File: src/rtl/tomasulo_cdb_arbiter.sv
// Common-data-bus arbiter: per-channel result FIFOs feeding one registered CDB broadcast per cycle.
// Define CDB_RR_ARB_EN for round-robin arbitration; otherwise fixed priority (channel 0 highest).
module tomasulo_cdb_arbiter #(
   parameter int  N_CH      = 4,
   parameter int  DATA_W    = 32,
   parameter int  TAG_W     = 6,
   parameter int  BUF_DEPTH = 2,
   localparam int SRC_W     = $clog2(N_CH)
) (
   input  logic                     clk,
   input  logic                     rst,
   input  logic                     flush,
   input  logic [N_CH-1:0]          ch_valid,
   output logic [N_CH-1:0]          ch_ready,
   input  logic [N_CH*TAG_W-1:0]    ch_tag,
   input  logic [N_CH*DATA_W-1:0]   ch_data,
   output logic                     cdb_valid,
   output logic [TAG_W-1:0]         cdb_tag,
   output logic [DATA_W-1:0]        cdb_data,
   output logic [SRC_W-1:0]         cdb_src
);

   localparam int PTR_W = (BUF_DEPTH > 1) ? $clog2(BUF_DEPTH) : 1;
   localparam int CNT_W = $clog2(BUF_DEPTH + 1);
   localparam int ENT_W = TAG_W + DATA_W;

   logic [ENT_W-1:0]  r_mem    [N_CH][BUF_DEPTH];
   logic [PTR_W-1:0]  r_wr_ptr [N_CH];
   logic [PTR_W-1:0]  r_rd_ptr [N_CH];
   logic [CNT_W-1:0]  r_count  [N_CH];

   logic              r_cdb_valid;
   logic [TAG_W-1:0]  r_cdb_tag;
   logic [DATA_W-1:0] r_cdb_data;
   logic [SRC_W-1:0]  r_cdb_src;

   logic [N_CH-1:0]   w_ready;
   logic [N_CH-1:0]   w_nonempty;
   logic [N_CH-1:0]   w_push;
   logic [N_CH-1:0]   w_pop;
   logic              w_grant_any;
   logic [SRC_W-1:0]  w_grant_idx;
   logic [ENT_W-1:0]  w_head;

   function automatic logic [PTR_W-1:0] f_ptr_inc(input logic [PTR_W-1:0] p);
      if (p == PTR_W'(BUF_DEPTH - 1)) return '0;
      else                            return p + PTR_W'(1);
   endfunction

   // Ready ignores a same-cycle pop, so a full FIFO never accepts; flush drops pushes.
   always_comb begin
      w_ready    = '0;
      w_nonempty = '0;
      w_push     = '0;
      for (int unsigned i = 0; i < N_CH; i++) begin
         w_ready[SRC_W'(i)]    = (r_count[SRC_W'(i)] != CNT_W'(BUF_DEPTH));
         w_nonempty[SRC_W'(i)] = (r_count[SRC_W'(i)] != '0);
         w_push[SRC_W'(i)]     = ch_valid[SRC_W'(i)] & w_ready[SRC_W'(i)] & ~flush;
      end
   end

`ifdef CDB_RR_ARB_EN
   logic [SRC_W-1:0] r_rr_ptr;
   logic [SRC_W-1:0] w_rr_next;

   always_comb begin
      int unsigned idx;
      idx         = 0;
      w_grant_any = 1'b0;
      w_grant_idx = '0;
      for (int unsigned off = 0; off < N_CH; off++) begin
         idx = 32'(r_rr_ptr) + off;
         if (idx >= N_CH) idx = idx - N_CH;
         if (!w_grant_any && w_nonempty[SRC_W'(idx)]) begin
            w_grant_any = 1'b1;
            w_grant_idx = SRC_W'(idx);
         end
      end
      w_rr_next = (w_grant_idx == SRC_W'(N_CH - 1)) ? '0 : w_grant_idx + SRC_W'(1);
   end

   always_ff @(posedge clk or posedge rst) begin
      if (rst)                         r_rr_ptr <= '0;
      else if (!flush && w_grant_any)  r_rr_ptr <= w_rr_next;
   end
`else
   always_comb begin
      w_grant_any = 1'b0;
      w_grant_idx = '0;
      for (int unsigned i = 0; i < N_CH; i++) begin
         if (!w_grant_any && w_nonempty[SRC_W'(i)]) begin
            w_grant_any = 1'b1;
            w_grant_idx = SRC_W'(i);
         end
      end
   end
`endif

   always_comb begin
      w_pop = '0;
      if (w_grant_any && !flush) w_pop[w_grant_idx] = 1'b1;
   end

   assign w_head = r_mem[w_grant_idx][r_rd_ptr[w_grant_idx]];

   always_ff @(posedge clk) begin
      for (int unsigned i = 0; i < N_CH; i++) begin
         if (w_push[SRC_W'(i)])
            r_mem[SRC_W'(i)][r_wr_ptr[SRC_W'(i)]] <= {ch_tag[i*TAG_W +: TAG_W], ch_data[i*DATA_W +: DATA_W]};
      end
   end

   always_ff @(posedge clk or posedge rst) begin
      if (rst) begin
         for (int unsigned i = 0; i < N_CH; i++) begin
            r_wr_ptr[SRC_W'(i)] <= '0;
            r_rd_ptr[SRC_W'(i)] <= '0;
            r_count[SRC_W'(i)]  <= '0;
         end
         r_cdb_valid <= 1'b0;
         r_cdb_tag   <= '0;
         r_cdb_data  <= '0;
         r_cdb_src   <= '0;
      end else if (flush) begin
         for (int unsigned i = 0; i < N_CH; i++) begin
            r_wr_ptr[SRC_W'(i)] <= '0;
            r_rd_ptr[SRC_W'(i)] <= '0;
            r_count[SRC_W'(i)]  <= '0;
         end
         r_cdb_valid <= 1'b0;
      end else begin
         for (int unsigned i = 0; i < N_CH; i++) begin
            if (w_push[SRC_W'(i)]) r_wr_ptr[SRC_W'(i)] <= f_ptr_inc(r_wr_ptr[SRC_W'(i)]);
            if (w_pop[SRC_W'(i)])  r_rd_ptr[SRC_W'(i)] <= f_ptr_inc(r_rd_ptr[SRC_W'(i)]);
            case ({w_push[SRC_W'(i)], w_pop[SRC_W'(i)]})
               2'b10:   r_count[SRC_W'(i)] <= r_count[SRC_W'(i)] + CNT_W'(1);
               2'b01:   r_count[SRC_W'(i)] <= r_count[SRC_W'(i)] - CNT_W'(1);
               default: ;
            endcase
         end
         r_cdb_valid <= w_grant_any;
         if (w_grant_any) begin
            r_cdb_tag  <= w_head[ENT_W-1 -: TAG_W];
            r_cdb_data <= w_head[DATA_W-1:0];
            r_cdb_src  <= w_grant_idx;
         end
      end
   end

   assign ch_ready  = w_ready;
   assign cdb_valid = r_cdb_valid;
   assign cdb_tag   = r_cdb_tag;
   assign cdb_data  = r_cdb_data;
   assign cdb_src   = r_cdb_src;

endmodule

File: config.mk
export PLATFORM = sky130hd
export DESIGN_NAME = tomasulo_cdb_arbiter
export DESIGN_NICKNAME = d
export VERILOG_FILES = /design/src/rtl/tomasulo_cdb_arbiter.sv
export SDC_FILE = /design/constraint.sdc
export NUM_CORES = 1
export LEC_CHECK = 0
export CAP_MARGIN = 30
export CORE_MARGIN = 3
export CORE_UTILIZATION = 51
export CTS_BUF_LIST = sky130_fd_sc_hd__clkbuf_8
export DETAILED_ROUTE_END_ITERATION = 12
export GPL_TIMING_DRIVEN = 0
export HOLD_SLACK_MARGIN = 0.12
export PLACE_DENSITY_LB_ADDON = 0.1
export RECOVER_POWER = 25
export SLEW_MARGIN = 20
export SYNTH_ARGS = -nofsm -noshare
export SYNTH_HDL_FRONTEND = slang
export SYNTH_SLANG_ARGS = --single-unit
File: constraint.sdc
create_clock -name clk -period 3.95 [get_ports clk]
set_clock_uncertainty 0.15 [all_clocks]
set_input_delay 0.79 -clock clk [delete_from_list [all_inputs] [get_ports clk]]
set_output_delay 0.79 -clock clk [all_outputs]
set_load 0.1 [all_outputs]
Word level (Yosys, flattened, before mapping)
Memories as Yosys holds them, arrays and structs flattened. Cells that the tools add are included.

Flip-flop bits (word level): 57. Memories kept: 1. Input bits: 159. Bits in writable memories: 304. Logic and storage cells: 158. Output and inout bits: 45.

$add $sub $neg: 16. Eq/ne operators: 12. Bitwise gates (word level): 15. Reductions and logical operators: 30. Mux-type cells: 56. Order comparisons: 12.

Memory list: r_mem (depth 4, bits a word 76, read ports 1, clocked after memory_dff 0, wr ports 4, line 27) `logic [ENT_W-1:0] r_mem [N_CH][BUF_DEPTH];`.

Operator list (count): 2-to-1 mux 76 bit (4); 2-to-1 mux 38 bit (7); demux 38 bit (select 1 bit) (4); 2-to-1 mux 1 bit (29); nonzero test 2 bit (12); one-hot mux 2 bit (2 select lines) (4); 2-to-1 mux 4 bit (3); nonzero test 3 bit (4); >= comparator 2 bit (second input constant) (5); inverter 1 -> 2 bit (5); logical AND 1 bit (9); adder 1 bit (second input constant) (8); adder 2 x 1 -> 2 bit (second input constant) (4); AND 1 bit (8); equality test 2 x 1 -> 1 bit (second input constant) (4); equality test 2 bit (second input constant) (4); less-than comparator 2 x 1 -> 1 bit (second input constant) (4); 2-to-1 mux 8 bit (1); inequality test 2 bit (second input constant) (4); subtractor 2 x 1 -> 2 bit (second input constant) (4); zero test 1 bit (4); 2-to-1 mux 2 bit (2); >= comparator 3 bit (second input constant) (1); less-than comparator 2 x 3 -> 1 bit (second input constant) (1); 6 further kinds (6).

Logic depth before layout (Yosys ltp)
Depth after elaboration: 19. Mapped depth: 10. Depth with buffers taken out: 7.

Least setup slack after synthesis
No wires, ideal clock.

Kind: reg2reg. Start point: register r_count[4] (netlist name). End point: memory r_mem[1][0] (netlist name) (enable). Buffers on the path: 1. Period minus slack after synthesis: 5.030 ns. Slack: -1.080 ns. Arrival: 4.391 ns. Stages on the path, launching flop included: 5. Library setup time: 0.489 ns. Cells stage by stage: dfrtp_1 > buf_4 > nand2b_1 > nand2_1 > nor3b_1.

RTL lines: start: declaration (line 30) `logic [CNT_W-1:0] r_count [N_CH];`; start signal: indexed assignment (line 136) `2'b10: r_count[SRC_W'(i)] <= r_count[SRC_W'(i)] + CNT_W'(1);`; start signal: indexed assignment (line 137) `2'b01: r_count[SRC_W'(i)] <= r_count[SRC_W'(i)] - CNT_W'(1);`; end: declaration (line 27).

Worst setup path in the final report
Start point: register r_count[0] (netlist name). End point: output ch_ready[3].

Longest elaborated chain between the ends: 1.

RTL lines: inequality test 2 bit (line 56) `w_ready[SRC_W'(i)] = (r_count[SRC_W'(i)] != CNT_W'(BUF_DEPTH));`; end: declaration (line 14) `output logic [N_CH-1:0] ch_ready,`.

No other way between the ends.

==> flow_summary.json <==
{
  "synth-seq-cells": 361,
  "fmax_mhz": 301,
  "p_per_area_nw_per_um2": 645,
  "avgRoutedWirePerCell_um": 24.9,
  "synth_ff_type": "edfxtp_1",
  "cts_buffer_depth": 3,
  "cts_hold_buf": 0,
  "instances_no_fill": 1562,
  "start_util": 0.527,
  "seq_area_frac_synth": 0.755,
  "fin_crit_ns": 3.33,
  "hold_path.class": "reg -> reg",
  "critical_path.top_delay_family": "buffers and inverters",
  "final_nets": 1335,
  "path_max_fanout": 7,
  "critPathSlowestCell": "clkdlybuf4s50_1",
  "synthCells": 888,
  "drtIter0Drc": 1100,
  "finalSetupViolations": 0,
  "worstSetupPathType": "reg -> out",
  "syn-cell-area_sq_um": 14000,
  "grt_first_pass_wirelength_um": 56200,
  "numCtsBuffers": 56,
  "dp.cells": 1453,
  "core_sq_um": 26500,
  "ys.warnings.count": 0,
  "post-route-period-util": 0.842,
  "drv_cap": 0,
  "layout_commonest_cell": "edfxtp_1",
  "worstPathBufferInverterCount": 1,
  "antenna_found_initial": 4,
  "post-dp-hpwl_um": 27300,
  "die_w_um": 172,
  "via_per_inst": 6.00,
  "synth_edf_count": 304,
  "crit_chain": "nand2b_1, clkdlybuf4s50_1",
  "async_flop_share": 0.158,
  "grt_max_degree": 31,
  "clk_pin_slew_worst_paths_ns": 0.06,
  "drt_wl_total_um": 38800,
  "synth_area_per_cell_sq_um": 15.7,
  "synthDistinctLibCells": 45,
  "cts.htree.levels": 2,
  "synth_fp_nets": 1047,
  "clk_latency_ns": 0.58,
  "cp.arrival_ns": 2.39,
  "dr.pass1.iters": 7,
  "drc": 0,
  "power_mw": 11.6,
  "drive_gt1_frac": 0.121,
  "root_buffer": "clkbuf_8",
  "drtAntennaViolNets": 0,
  "chipHeight_um": 172,
  "worstMarginPinSlew_ns": 1.03,
  "power_leakage_nw": 6.70,
  "fin_setup_tns_ns": 0,
  "ctsResizeCount": 0,
  "dieArea_sq_um": 29400,
  "layout_common_cells": "edfxtp_1, clkdlybuf4s50_1, dlygate4sd3_1",
  "endpoint_kind": "primary output",
  "port_buffers": 202,
  "vias": 9365,
  "peakVddDrop_mv": 0.435,
  "status": "complete, no violations",
  "tritoncts": "yes",
  "required_ns": 3.01,
  "utilization": 0.681,
  "post-cts-setup-buffer-count": 0,
  "rows": 59,
  "gp_congestion": 0.787,
  "area_growth_syn_to_layout_pct": 29.1,
  "grt_util_all_layers": 0.259,
  "slew_headroom": 0.312,
  "start_kind": "flop",
  "maxSlewViolCount": 0,
  "grt_overflow_total": 0,
  "cpPeakStageDelay_ns": 1.16,
  "grt_pass1_vias": 9383,
  "pin_count": 204,
  "hold_viol": 0,
  "hold_ws_ns": 0.334,
  "grt_setup_unrepaired": "false",
  "numClockSinks": 361
}
state kept, by name (all words and copies together) (netlist names):
name       cells
r_count        8
cdb_src        2
r_rd_ptr       4
r_mem        304
cdb_valid      1
cdb_data      32
r_wr_ptr       4
cdb_tag        6
cells in the mapped netlist (6+ instances only):
| cell type | n | area [sq um] |
|---|---|---|
| o21ai_0 | 20 | 100 |
| o22ai_1 | 60 | 375 |
| xor2_1 | 6 | 52.6 |
| nor3b_1 | 6 | 45.0 |
| buf_2 | 21 | 105 |
| or3_1 | 14 | 87.6 |
| o211ai_1 | 15 | 113 |
| clkbuf_1 | 32 | 120 |
| o221ai_1 | 15 | 131 |
| nand2_1 | 49 | 184 |
| nor3_1 | 6 | 30.0 |
| nor2_1 | 20 | 75.1 |
| dfrtp_1 | 57 | 1430 |
| a22oi_1 | 45 | 338 |
| o21ai_1 | 23 | 115 |
| edfxtp_1 | 304 | 9130 |
| mux2i_1 | 84 | 841 |
| nand3_1 | 44 | 220 |
| a21oi_1 | 20 | 100 |
final cells by class:
class	instances	area, sq um
diodes	3	7.51
plain buffers	61	287
flip-flops and latches	361	10600
clock buffers	63	867
fillers	1903	8450
repair buffers	230	2490
clock inverters	43	198
multi-input cells	463	3210
inverters	3	13.8
well taps	335	419
worst register-to-register path, stage by stage (launching register included):
cell and delay, ns:
dfrtp_1 0.43, or2_2 0.31, clkbuf_1 0.19, buf_2 0.25, o21ai_1 0.70, clkbuf_1 0.55
a21oi_1 0.18, nand3_1 0.13, nand3_1 0.08
worst paths after layout:
check	from	to	slack (ns)	cells past startpoint
max	r_count[0]	ch_ready[3]	0.62	2
min	cdb_tag[2]	cdb_tag[2]	0.33	2
max reg2reg	r_count[2]	cdb_data[1]	0.87	8
min reg2reg	cdb_tag[2]	cdb_tag[2]	0.33	2
max in group asynchronous	rst	cdb_data[23]	2.67	3
min in group asynchronous	rst	cdb_src[0]	0.43	2
cells by family (layout without fill, tap and decap cells):
logic type	count (synthesis)	count (layout)	synth area share
flops	361	361	0.755
other cells	0	3	0
xor+xnor	9	9	0.00564
mux	84	84	0.0602
buf+inv	64	400	0.0213
simple gates	159	159	0.0569
compound gates	211	211	0.101
routing by layer:
layer | up-vias | GRT usage | wire length (um)
met3 | 68 | 0.0503 | 3550
met1 | 4675 | 0.370 | 16100
met5 | - | 0 | 0
li1 | 4102 | - | -
met4 | 0 | 0.0868 | 868
met2 | 520 | 0.407 | 18400
per-stage QoR:
stage	instance area [sq um]	setup WS (ns)
floorplan	14000	0.215
global placement	16500	-1.32
detailed placement	17000	0.839
CTS	18000	0.611
global route	18000	0.537
finish	18000	0.624
power by group:
| part | total, mW | leakage, nW | internal, mW | switching [mW] |
|---|---|---|---|---|
| registers | 4.73 | 3.51 | 4.52 | 0.216 |
| logic | 4.00 | 2.57 | 1.15 | 2.85 |
| clock network | 2.91 | 0.624 | 1.52 | 1.39 |
Power figures use the tool's default switching activity.
==> patch (same settings) <==
The option `CDB_RR_ARB_EN` is turned on by a define.
--- a/src/rtl/tomasulo_cdb_arbiter.sv
+++ b/src/rtl/tomasulo_cdb_arbiter.sv
@@ -1,5 +1,7 @@
 // Common-data-bus arbiter: per-channel result FIFOs feeding one registered CDB broadcast per cycle.
 // Define CDB_RR_ARB_EN for round-robin arbitration; otherwise fixed priority (channel 0 highest).
+`define CDB_RR_ARB_EN
+
 module tomasulo_cdb_arbiter #(
    parameter int  N_CH      = 4,
    parameter int  DATA_W    = 32,
Function: changed (a bounded check fails within 4 cycles, from zero or initial values and one cycle with rst high).
==> patch against the unedited design <==
- utilization decreased by 0.99 points
- via count increased by 16%
- design area increased by 4.4%
- sequential cell count increased by 2
- wire length increased by 16%
- worst setup slack got worse by 0.32 ns
- synthesized area increased by 5.2%
- highest routed layer is now met5
Power is left out: the tool's default activity adds up to more than one toggle a clock period on the data nets, which glitch-free logic cannot reach.
==> patch: results (changes against the unedited design) <==
Max stage delay on crit path 0.69 ns (was 1.16 ns); commonest cells in the netlist edfxtp_1, nand2_1, a211oi_1 (was edfxtp_1, mux2i_1, o22ai_1); worst skew pair latency 0.60 ns (was 0.58 ns); Worst Reg-to-Reg Cells 7 (was 8); Placed Instances 1643 (was 1453); drt via density 6.175 (was 5.996); xor/xnor share of the synthesized area 0.007147 (was 0.005640); initial antenna violation count 3 (was 4); Yosys warnings 0 (unchanged); DP Worst Slack 0.3996 ns (was 0.8386 ns); Least-Margin Pin Slew 1.209 ns (was 1.029 ns); HP Class register to register (unchanged); DP Area 17650 um2 (was 16980 um2); 1st-iter DRT viols 1375 (was 1100); number of flip-flops in the largest register 304 (unchanged); HPWL after DPL 30790 um (was 27350 um); Post-synth EDFFs 304 (unchanged); Compound-Gate Fraction of Synth Area 0.1300 (was 0.1008); root buf cell clkbuf_8 (unchanged); cell count of the worst hold path 2 (unchanged); CTS buffer count 58 (was 56); pin count of the biggest net entering global routing 43 (was 31); Worst Path Arrival 3.93 ns (was 2.39 ns); outcome finished, final reports clean (unchanged); mux cell area share after synthesis 0.002127 (was 0.06016); first-pass GRT wire length 66560 um (was 56170 um); top post-synthesis cells by area edfxtp_1, dfrtp_1, a311o_1, a211oi_1, and3_1 (was edfxtp_1, dfrtp_1, mux2i_1, o22ai_1, a22oi_1); Async SR Flop Fraction 0.1625 (was 0.1579); Avg Inst Size Synth 14.17 um2 (was 15.74 um2); share of layout cells above drive strength 1 0.1156 (was 0.1209); slowest stage cell, crit path nor3_2 (was clkdlybuf4s50_1); post-CTS setup buffers 0 (unchanged); vias post-DR 10840 (was 9365); Netlist cell types 52 (was 45); Syn Nets 1198 (was 1047); vias in the first global route 11060 (was 9383); drt pass-1 iters 6 (was 7); Layout Nets 1486 (was 1335); Synth Area in Adders 0.0008508 (was 0); drt total wl 45060 um (was 38840 um); crit path max fanout 10 (was 7); fill count 2117 (was 1903); Overall Global Routing Usage 0.2901 (was 0.2590); sequential-to-total area share from yosys stat 0.7212 (was 0.7552); routability cong. 0.8646 (was 0.7869)
## patch: cell types whose count changed in the layout (fill, tap and decap cells not counted), sizes merged, moves of 45 or more
| cell | change |
|---|---|
| mux2i | -82 |
| a211oi | +78 |
| o22ai | -59 |
| a311o | +76 |
| and3 | +75 |
| a22oi | -45 |
## patch: final cells by class
type,count,area [um2],area share
diodes,2,5.005,0.0002655
clock buffers,65,894.6,0.04746
flip-flops and latches,363,10610,0.5626
clock inverters,44,287.8,0.01527
inverters,5,20.02,0.001062
repair buffers,228,2392,0.1269
plain buffers,92,424.2,0.02250
well taps,378,473.0,0.02509
multi-input cells,578,3747,0.1988
## patch: critical path, delay by kind of cell, from the launching register on
kind                   cells  cell delay, ns
buffers and inverters      2            1.22
flip-flops                 1            0.46
AND/OR/NAND/NOR            2            1.07
AO/OA/AOI/OAI              3            0.56
## patch: final timing paths
check                                    end  slack [ns]  startpoint
min in group asynchronous       cdb_data[28]        0.74         rst
worst min register to register    cdb_src[0]        0.32  cdb_src[0]
worst max-delay path            cdb_data[31]        0.31  r_count[3]
max in group asynchronous        cdb_data[4]        2.16         rst
worst max register to register  cdb_data[31]        0.31  r_count[3]
worst min-delay path              cdb_src[0]        0.32  cdb_src[0]
## patch: logic make-up after synthesis
| group | Yosys count |
|---|---|
| XOR/XNOR | 12 |
| adder cells (fa/ha/maj) | 1 |
| multiplexers | 3 |
| AND/OR/NAND/NOR | 328 |
| flip-flops | 363 |
| buffers and inverters | 97 |
| AO/OA/AOI/OAI | 234 |
## patch: metal layers
| layer | up-vias | global-route usage | routed length (um) |
|---|---|---|---|
| met5 | - | 0 | 17 |
| met4 | 2 | 0.1175 | 1583 |
| met3 | 98 | 0.05772 | 4385 |
| met2 | 700 | 0.4565 | 21300 |
| met1 | 5348 | 0.4004 | 17770 |
| li1 | 4690 | - | - |
